File: config.mk
export PLATFORM = sky130hd
export DESIGN_NAME = boot_frame_writer
export DESIGN_NICKNAME = d
export VERILOG_FILES = /design/src/rtl/boot_frame_writer.sv
export SDC_FILE = /design/constraint.sdc
export NUM_CORES = 1
export LEC_CHECK = 0
export CELL_PAD_IN_SITES_DETAIL_PLACEMENT = 0
export CELL_PAD_IN_SITES_GLOBAL_PLACEMENT = 2
export CORE_AREA = 4 4 134 136
export DETAILED_ROUTE_END_ITERATION = 10
export DIE_AREA = 0 0 138 140
export PLACE_DENSITY_LB_ADDON = 0.1
export SYNTH_ARGS = -nofsm -noshare
export SYNTH_HDL_FRONTEND = slang
export SYNTH_SLANG_ARGS = --single-unit
File: constraint.sdc
create_clock -name clk_w -period 4 [get_ports clk_w]
set_input_delay 0.6 -clock clk_w [delete_from_list [all_inputs] [get_ports clk_w]]
set_output_delay 0.6 -clock clk_w [all_outputs]
set_load 0.005 [all_outputs]
File: src/rtl/boot_frame_writer.sv
// Write-side frame sequencer for the bootloader UART-to-CPU FIFO (clk_w domain).
// Parses SYNC/LEN/payload/CHK frames and streams payload bytes through a small skid buffer.
module boot_frame_writer #(
   parameter logic [7:0] SYNC_BYTE      = 8'hA5,
   parameter int         MAX_LEN        = 4096,
   parameter int         TIMEOUT_CYCLES = 1000000,
   parameter int         HOLD_DEPTH     = 2
) (
   input  logic        clk_w,
   input  logic        rst_n_w,
   input  logic        enable,
   input  logic        rx_valid,
   input  logic [7:0]  rx_data,
   input  logic        rx_err,
   input  logic        fifo_full,
   output logic        fifo_wr_en,
   output logic [7:0]  fifo_wr_data,
   output logic        busy,
   output logic        frame_done,
   output logic        frame_err,
   output logic [2:0]  err_code,
   output logic [15:0] payload_len
);

   // state   | meaning
   // IDLE    | waiting for SYNC_BYTE while enable is high
   // LEN_LO  | expecting low byte of LEN
   // LEN_HI  | expecting high byte of LEN, range-checked here
   // PAYLOAD | pushing payload bytes into the skid buffer
   // CHECK   | expecting the XOR checksum byte
   // DRAIN   | waiting for the skid buffer to empty before frame_done
   typedef enum logic [2:0] {
      ST_IDLE,
      ST_LEN_LO,
      ST_LEN_HI,
      ST_PAYLOAD,
      ST_CHECK,
      ST_DRAIN
   } state_t;

   localparam int TW = $clog2(TIMEOUT_CYCLES + 1);
   localparam int PW = (HOLD_DEPTH > 1) ? $clog2(HOLD_DEPTH) : 1;
   localparam int CW = $clog2(HOLD_DEPTH + 1);

   localparam logic [TW-1:0] TMO_LAST  = TW'(TIMEOUT_CYCLES - 1);
   localparam logic [CW-1:0] SKID_FULL = CW'(HOLD_DEPTH);
   localparam logic [PW-1:0] PTR_LAST  = PW'(HOLD_DEPTH - 1);
   localparam logic [15:0]   MAX_LEN_W = 16'(MAX_LEN);

   localparam logic [2:0] ERR_NONE    = 3'd0;
   localparam logic [2:0] ERR_LEN     = 3'd1;
   localparam logic [2:0] ERR_CHK     = 3'd2;
   localparam logic [2:0] ERR_TIMEOUT = 3'd3;
   localparam logic [2:0] ERR_OVF     = 3'd4;
   localparam logic [2:0] ERR_RXERR   = 3'd5;

   state_t        state_q;
   logic [7:0]    len_lo_q;
   logic [15:0]   remaining_q;
   logic [7:0]    chk_q;
   logic [TW-1:0] tmr_q;
   logic          busy_q;
   logic          frame_done_q;
   logic          frame_err_q;
   logic [2:0]    err_code_q;
   logic [15:0]   payload_len_q;

   logic [7:0]    skid_q [HOLD_DEPTH];
   logic [PW-1:0] rd_q;
   logic [PW-1:0] wr_q;
   logic [CW-1:0] cnt_q;

   logic          rx_ok;
   logic          timed_state;
   logic          pop;
   logic          skid_full;
   logic [15:0]   len_d;
   logic          len_bad;
   logic          chk_bad;
   logic          ovf;
   logic          timeout_hit;
   logic          rxerr_hit;
   logic          push_d;
   logic          abort_d;
   logic [2:0]    abort_code_d;

   function automatic logic [PW-1:0] ptr_inc(input logic [PW-1:0] p);
      return (p == PTR_LAST) ? '0 : p + PW'(1);
   endfunction

   assign pop          = (cnt_q != '0) && !fifo_full;
   assign fifo_wr_en   = pop;
   assign fifo_wr_data = skid_q[rd_q];
   assign skid_full    = (cnt_q == SKID_FULL);

   always_comb begin
      rx_ok        = rx_valid && !rx_err;
      timed_state  = (state_q == ST_LEN_LO) || (state_q == ST_LEN_HI) ||
                     (state_q == ST_PAYLOAD) || (state_q == ST_CHECK);
      len_d        = {rx_data, len_lo_q};
      len_bad      = (len_d == 16'd0) || (len_d > MAX_LEN_W);
      rxerr_hit    = rx_valid && rx_err && (state_q != ST_IDLE);
      ovf          = (state_q == ST_PAYLOAD) && rx_ok && skid_full && !pop;
      timeout_hit  = !rx_valid && timed_state && (tmr_q == TMO_LAST);
      chk_bad      = (state_q == ST_CHECK) && rx_ok && (rx_data != chk_q);
      push_d       = (state_q == ST_PAYLOAD) && rx_ok && !ovf;
      abort_d      = 1'b1;
      abort_code_d = ERR_NONE;
      // Priority: RXERR > OVF > LEN/CHK; timeout can only fire with rx_valid low.
      if (rxerr_hit)                                     abort_code_d = ERR_RXERR;
      else if (ovf)                                      abort_code_d = ERR_OVF;
      else if ((state_q == ST_LEN_HI) && rx_ok && len_bad) abort_code_d = ERR_LEN;
      else if (chk_bad)                                  abort_code_d = ERR_CHK;
      else if (timeout_hit)                              abort_code_d = ERR_TIMEOUT;
      else                                               abort_d      = 1'b0;
   end

   always_ff @(posedge clk_w or negedge rst_n_w) begin
      if (!rst_n_w) begin
         state_q       <= ST_IDLE;
         len_lo_q      <= '0;
         remaining_q   <= '0;
         chk_q         <= '0;
         tmr_q         <= '0;
         busy_q        <= 1'b0;
         frame_done_q  <= 1'b0;
         frame_err_q   <= 1'b0;
         err_code_q    <= ERR_NONE;
         payload_len_q <= '0;
      end else begin
         frame_done_q <= 1'b0;
         frame_err_q  <= 1'b0;

         if (rx_valid || !timed_state) tmr_q <= '0;
         else                          tmr_q <= tmr_q + TW'(1);

         if ((state_q == ST_LEN_HI) && rx_ok) payload_len_q <= len_d;

         if (abort_d) begin
            state_q     <= ST_IDLE;
            busy_q      <= 1'b0;
            frame_err_q <= 1'b1;
            err_code_q  <= abort_code_d;
            tmr_q       <= '0;
         end else begin
            unique case (state_q)
               ST_IDLE: begin
                  if (rx_ok && enable && (rx_data == SYNC_BYTE)) begin
                     state_q    <= ST_LEN_LO;
                     busy_q     <= 1'b1;
                     err_code_q <= ERR_NONE;
                  end
               end
               ST_LEN_LO: begin
                  if (rx_ok) begin
                     len_lo_q <= rx_data;
                     state_q  <= ST_LEN_HI;
                  end
               end
               ST_LEN_HI: begin
                  if (rx_ok) begin
                     remaining_q <= len_d;
                     chk_q       <= '0;
                     state_q     <= ST_PAYLOAD;
                  end
               end
               ST_PAYLOAD: begin
                  if (rx_ok) begin
                     chk_q       <= chk_q ^ rx_data;
                     remaining_q <= remaining_q - 16'd1;
                     if (remaining_q == 16'd1) state_q <= ST_CHECK;
                  end
               end
               ST_CHECK: begin
                  if (rx_ok) state_q <= ST_DRAIN;
               end
               ST_DRAIN: begin
                  if (cnt_q == '0) begin
                     frame_done_q <= 1'b1;
                     busy_q       <= 1'b0;
                     state_q      <= ST_IDLE;
                  end
               end
               default: begin
                  state_q <= ST_IDLE;
                  busy_q  <= 1'b0;
               end
            endcase
         end
      end
   end

   // An abort discards unwritten bytes; a pop on that same edge still completes its write.
   always_ff @(posedge clk_w or negedge rst_n_w) begin
      if (!rst_n_w) begin
         for (int i = 0; i < HOLD_DEPTH; i++) skid_q[i] <= '0;
         rd_q  <= '0;
         wr_q  <= '0;
         cnt_q <= '0;
      end else if (abort_d) begin
         rd_q  <= '0;
         wr_q  <= '0;
         cnt_q <= '0;
      end else begin
         if (push_d) begin
            skid_q[wr_q] <= rx_data;
            wr_q         <= ptr_inc(wr_q);
         end
         if (pop) rd_q <= ptr_inc(rd_q);
         unique case ({push_d, pop})
            2'b10:   cnt_q <= cnt_q + CW'(1);
            2'b01:   cnt_q <= cnt_q - CW'(1);
            default: cnt_q <= cnt_q;
         endcase
      end
   end

   assign busy        = busy_q;
   assign frame_done  = frame_done_q;
   assign frame_err   = frame_err_q;
   assign err_code    = err_code_q;
   assign payload_len = payload_len_q;

endmodule

Word-level counts from Yosys, hierarchy flattened
Index checks and enable logic that the tools add are counted.
{ "totals": {"output_inout_bits": 31, "mem_bits_rw": 0, "elab_cells": 149, "n_memories": 0, "latchBits": 0, "romBits": 0, "input_bits": 14, "regBits": 97} }
{ "classes": {"n_mul": 0, "reduce_logical": 46, "addsub": 6, "n_lt_le_gt_ge": 4, "n_shift": 0, "div_mod_pow": 0, "bitwise_logic": 4, "n_eq_ne": 22, "n_mux": 52} }
{ "ops": {"columns": ["operator", "n"], "rows": [
  ["two-way mux 8 bit", 6],
  ["two-way mux 20 bit", 2],
  ["two-way mux 3 bit", 13],
  ["two-way mux 16 bit", 2],
  ["case mux 16 bit (2 select lines)", 1],
  ["adder 20 x 1 -> 20 bit (second input constant)", 1],
  ["equality test 20 bit (second input constant)", 1],
  ["two-way mux 1 bit", 18],
  ["!= test 3 bit (second input constant)", 6],
  ["case mux 3 bit (6 select lines)", 1],
  ["logical AND 1 bit", 17],
  ["bitwise mux 16 bit", 1],
  ["equality test 16 x 1 -> 1 bit (second input constant)", 1],
  ["greater-than comparator 16 x 13 -> 1 bit (second input constant)", 1],
  ["zero test 16 bit", 1],
  ["case mux 8 bit (2 select lines)", 1],
  ["subtractor 16 x 1 -> 16 bit (second input constant)", 1],
  ["nonzero test 2 bit", 6],
  ["demux 8 bit (select 1 bit)", 1],
  ["equality test 8 bit (second input constant)", 1],
  ["two-way mux 2 bit", 4],
  ["!= test 8 bit", 1],
  ["bitwise XOR 8 bit", 1],
  ["AND reduction 7 bit", 1],
  ["26 further kinds", 45]
]} }

Logic depth before layout (Yosys ltp)
{ "logic_depth": {"depth_word": 13, "depth_mapped": 8} }

Worst setup path after synthesis
Ideal clock, no wire load.
{ "synth_path": {"path_kind": "input-to-reg", "from": "input port rx_data[1]", "to": "register err_code_q[2] (netlist: err_code[2])", "t_arrival_ns": 2.291, "setup_time_ns": 0.142, "setup_slack_ns": 1.566, "path_stages": 8, "required_ns": 3.858, "path_cell_list": "buf_4 or4_4 or4_1 nand3_2 a21bo_1 nand2b_1 buf_6 o21ai_1"} }
{ "synth_between": {"elab_chain_len": 8, "word_cells_on_any_way": 16, "cone_classes": "order compare (1); eq/ne (2); mux (5); reduce/logical (8)"} }
{ "synth_rtl": {"columns": ["element", "line", "source"], "rows": [
  ["start: declaration", "13", "input logic [7:0] rx_data,"],
  ["greater-than comparator 16 x 13 -> 1 bit, or another cell as far along", "101", "len_bad = (len_d == 16'd0) || (len_d > MAX_LEN_W);"],
  ["logical OR 1 bit / logical AND 1 bit (equally long branches)", "101, 105", null],
  ["logical AND 1 bit / two-way mux 1 bit (equally long branches)", "112, 113", null],
  ["two-way mux 1 bit (*)", "112", "else if ((state_q == ST_LEN_HI) && rx_ok && len_bad) abort_code_d = ERR_LEN;"],
  ["two-way mux 1 bit (*)", "111", "else if (ovf) abort_code_d = ERR_OVF;"],
  ["two-way mux 1 bit (*)", "110", "if (rxerr_hit) abort_code_d = ERR_RXERR;"],
  ["net abort_d", "84", "logic abort_d;"],
  ["nonzero test 2 bit (no line)", null, null],
  ["AND reduction 2 bit (no line)", null, null],
  ["end signal: assignment", "143", "err_code_q <= abort_code_d;"],
  ["end: declaration", "65", "logic [2:0] err_code_q;"]
]} }
The timed path passes the listed nets; every way through them passes the cells marked *.
A chain may end at the register's enable or synchronous reset.

Worst setup path after layout
{ "layout_path": {"from": "input port rx_data[0]", "to": "register state_q[0]"} }
{ "layout_between": {"elab_chain_len": 8, "word_cells_on_any_way": 21, "cone_classes": "order compare (1); eq/ne (9); mux (5); reduce/logical (6)"} }
{ "layout_rtl": {"columns": ["element", "line", "source"], "rows": [
  ["greater-than comparator 16 x 13 -> 1 bit, or another cell as far along", "101", null],
  ["logical OR 1 bit / logical AND 1 bit (equally long branches)", "101, 105", null],
  ["logical AND 1 bit / two-way mux 1 bit (equally long branches)", "112, 113", null],
  ["two-way mux 1 bit", "112", null],
  ["two-way mux 1 bit", "111", null],
  ["two-way mux 1 bit", "110", null],
  ["!= test 3 bit (no line) / != test 3 x 2 -> 1 bit (equally long branches)", null, null],
  ["AND reduction 7 bit (no line)", null, null],
  ["end signal: assignment", "120", "state_q <= ST_IDLE;"],
  ["end signal: assignment", "140", "state_q <= ST_IDLE;"],
  ["end signal: assignment", "149", "state_q <= ST_LEN_LO;"],
  ["end: declaration", "57", "state_t state_q;"]
]} }
Parallel ways exist; a longest one is shown, timed or not.

==> results.json <==
{
  "status": "finished, final reports clean",
  "syn_inst": 484,
  "vdd_drop_max_mv": 0.2483,
  "clkSlewWorstSetupHoldPaths_ns": 0.07,
  "r2r_end": "tmr_q[11]",
  "skew_ns": 0.007003,
  "synth.avg_cell_area_um2": 10.19,
  "start_util_pct": 29.11,
  "first_pass_iters": 4,
  "htree_levels": 3,
  "fin_nets": 542,
  "synth.distinct_cells": 57,
  "seq_area_frac_synth_pct": 49.23,
  "slowest_stage": "or4_4",
  "drc_errors": 0,
  "tightest_slew_ns": 1.023,
  "cts_buffers": 9,
  "yosys_warnings": 0,
  "pin_count": 45,
  "antenna_found_initial": 0,
  "startpoint_type": "primary input",
  "grt_pass1_vias": 3756,
  "finalSetupViolCount": 0,
  "dieArea_mm2": 0.01932,
  "grt_usage_pct": 14.47,
  "endpoint_kind": "flip-flop",
  "cp_max_fo": 10,
  "vias": 3685,
  "syn_nets": 501,
  "finalMaxSlewViolations": 0,
  "hpwl_um": 9108,
  "synth_flop_cell": "dfrtp_1",
  "final_area_mm2": 0.005883,
  "max-slew-margin-rel_pct": 31.81,
  "cts_tree": "yes",
  "place_inst": 739,
  "rows": 48,
  "via_per_inst": 4.887,
  "clk_latency_ns": 0.35,
  "r2r_start": "state_q[1]",
  "dpl_cell_area_mm2": 0.005598,
  "portBuffers": 44,
  "p_leak_nw": 2.481,
  "drtIter0Drc": 149,
  "timing.hold.ws_ns": 0.4283,
  "synth_edf_count": 0,
  "worstPathArrival_ns": 2.97,
  "layout-drive-gt1-share_pct": 16.45,
  "ys_ff_latch": 97,
  "async_reset_ff_share_pct": 100.0,
  "crit_family": "simple AND/OR/NAND/NOR gates",
  "final_util_pct": 34.74,
  "rr_worst_depth": 5,
  "r2r_slack_ns": 1.41,
  "stdcell_count": 754,
  "path_cells": "clkdlybuf4s50_1 -> or4_4 -> or4_1 -> nand3_2 -> a21bo_1 -> nand2b_1 -> o21ai_1",
  "cts_resized": 0,
  "hold_buffers": 0,
  "final-hold-violation-count": 0,
  "clockBufferDepth": 2,
  "fin_ws_ns": 1.249,
  "gp_congestion": 0.7212,
  "period_share_pct": 68.78,
  "wl_per_cell_um": 17.83,
  "grt_setup_unrepaired": "no",
  "post-cts-setup-buffers": 0,
  "dieWidth_um": 138,
  "total_power_mw": 3.398,
  "grt_pass1_wl_um": 22070,
  "drt-total-wl_um": 13440,
  "min_path_type": "primary input to async pin",
  "grt_max_degree": 77,
  "core-area_mm2": 0.01694,
  "grt.overflow.total": 0,
  "cts.sinks": 97,
  "power_density_mw_per_mm2": 577.6,
  "clockRootBuffer": "clkbuf_16",
  "area_growth_pct": 19.31,
  "min_period_ns": 2.751,
  "place_ws_ns": 0.8571,
  "syn_area_mm2": 0.004931,
  "die_y_um": 140,
  "timing.fmax_mhz": 363.5,
  "drv_cap": 0,
  "required_ns": 4.22,
  "setup_tns_ns": 0,
  "critical_path_buf_inv_count": 1,
  "cpPeakStageDelay_ns": 0.58,
  "critPathKind": "primary input to flip-flop",
  "antenna_cells": 0,
  "postRouteAntennaNets": 0
}
## final cells by class
class,instances,area [µm²]
Inverter,7,26.28
Sequential cell,97,2427
Tap cell,225,281.5
Clock inverter,5,56.30
Timing Repair Buffer,57,535.5
Clock buffer,10,229.0
Multi-Input combinational cell,353,2327
Fill cell,1758,11050
## cells in the mapped netlist, types with 2 or more instances
cell type  number  area (µm²)
dfrtp_1        97        2427
nor2_1         68       255.2
mux2_2         48       540.5
o21ai_0        39       195.2
nand2_1        20       75.07
a21oi_1        19       95.09
xor2_1         18       157.7
nor3_1         15       75.07
clkbuf_1       13       48.80
nand3_1        13       65.06
nand2b_1       11       68.82
xnor2_1        10       87.58
nand4_1         9       56.30
nor4_1          9       56.30
inv_1           7       26.28
buf_2           6       30.03
or3_1           5       31.28
a31oi_1         4       25.02
buf_6           4       45.04
nor2b_1         4       25.02
nor4b_1         4       35.03
o21ai_1         4       20.02
or4_1           4       30.03
and2_1          3       18.77
and3_1          3       18.77
buf_4           3       22.52
ha_1            3       37.54
nand3b_1        3       22.52
o22a_1          3       26.28
a211oi_1        2       15.01
a41oi_1         2       17.52
nor3_2          2       20.02
o211ai_1        2       15.01
o21bai_1        2       15.01
o22ai_1         2       12.51
or2_2           2       12.51
## state kept, by name, summed over array words and instances, names as in the netlist
register and flops:
payload_len 16, chk_q 8, err_code 3, state_q 3
cnt_q 2, frame_err 1, wr_q 1, remaining_q 16
skid_q 16, busy 1, rd_q 1, tmr_q 20
frame_done 1, len_lo_q 8
## worst max-delay path by stage
stage               start          end  cells past startpoint
2_1_floorplan  rx_data[1]  err_code[2]                      8
3_3_place_gp   rx_data[0]  err_code[0]                      7
3_5_place_dp   rx_data[0]   state_q[1]                      7
4_1_cts        rx_data[0]   state_q[1]                      7
5_1_grt        rx_data[2]  err_code[0]                      7
6_report       rx_data[0]   state_q[0]                      7
## where the power goes
group	internal, mW	switching, mW	total (mW)
logic	0.544	0.467	1.01
clock network	0.482	0.385	0.867
registers	1.25	0.273	1.52
## placed cells by master, fill, tap and decap left out, drive strengths merged, types with 10 or more instances in the layout
| cell type | Yosys | layout |
|---|---|---|
| a21oi | 19 | 19 |
| buf | 14 | 14 |
| clkbuf | 13 | 10 |
| clkdlybuf4s50 | 0 | 43 |
| dfrtp | 97 | 97 |
| mux2 | 48 | 48 |
| nand2 | 20 | 20 |
| nand2b | 11 | 11 |
| nand3 | 14 | 14 |
| nor2 | 69 | 69 |
| nor3 | 17 | 17 |
| o21ai | 43 | 43 |
| xnor2 | 10 | 10 |
| xor2 | 18 | 18 |
## metal layers
layer	vias to the layer above	global-route usage [%]	routed length [µm]
met3	12	2.492	348
met2	55	21.69	5865
li1	1797	-	-
met4	0	4.836	205
met5	-	0	0
met1	1821	21.21	7024
## worst reg2reg max path, cell delays in order (launching register included)
cell and delay [ns]:
dfrtp_1 0.51, o21ai_0 0.20, or3b_2 0.48, nor4_1 0.50, or3_1 0.64, nor2_1 0.12
## cells by family after synthesis
| kind of cell | share of synthesized area [%] |
|---|---|
| xor gates and xnor gates | 4.973 |
| and+or+nand+nor | 19.23 |
| adders and majority gates | 0.7613 |
| muxes | 11.16 |
| buffers and inverters | 3.578 |
| DFF | 49.23 |
| AOI/OAI and AO/OA | 11.06 |
No activity file was read; power rests on OpenSTA's default activity.
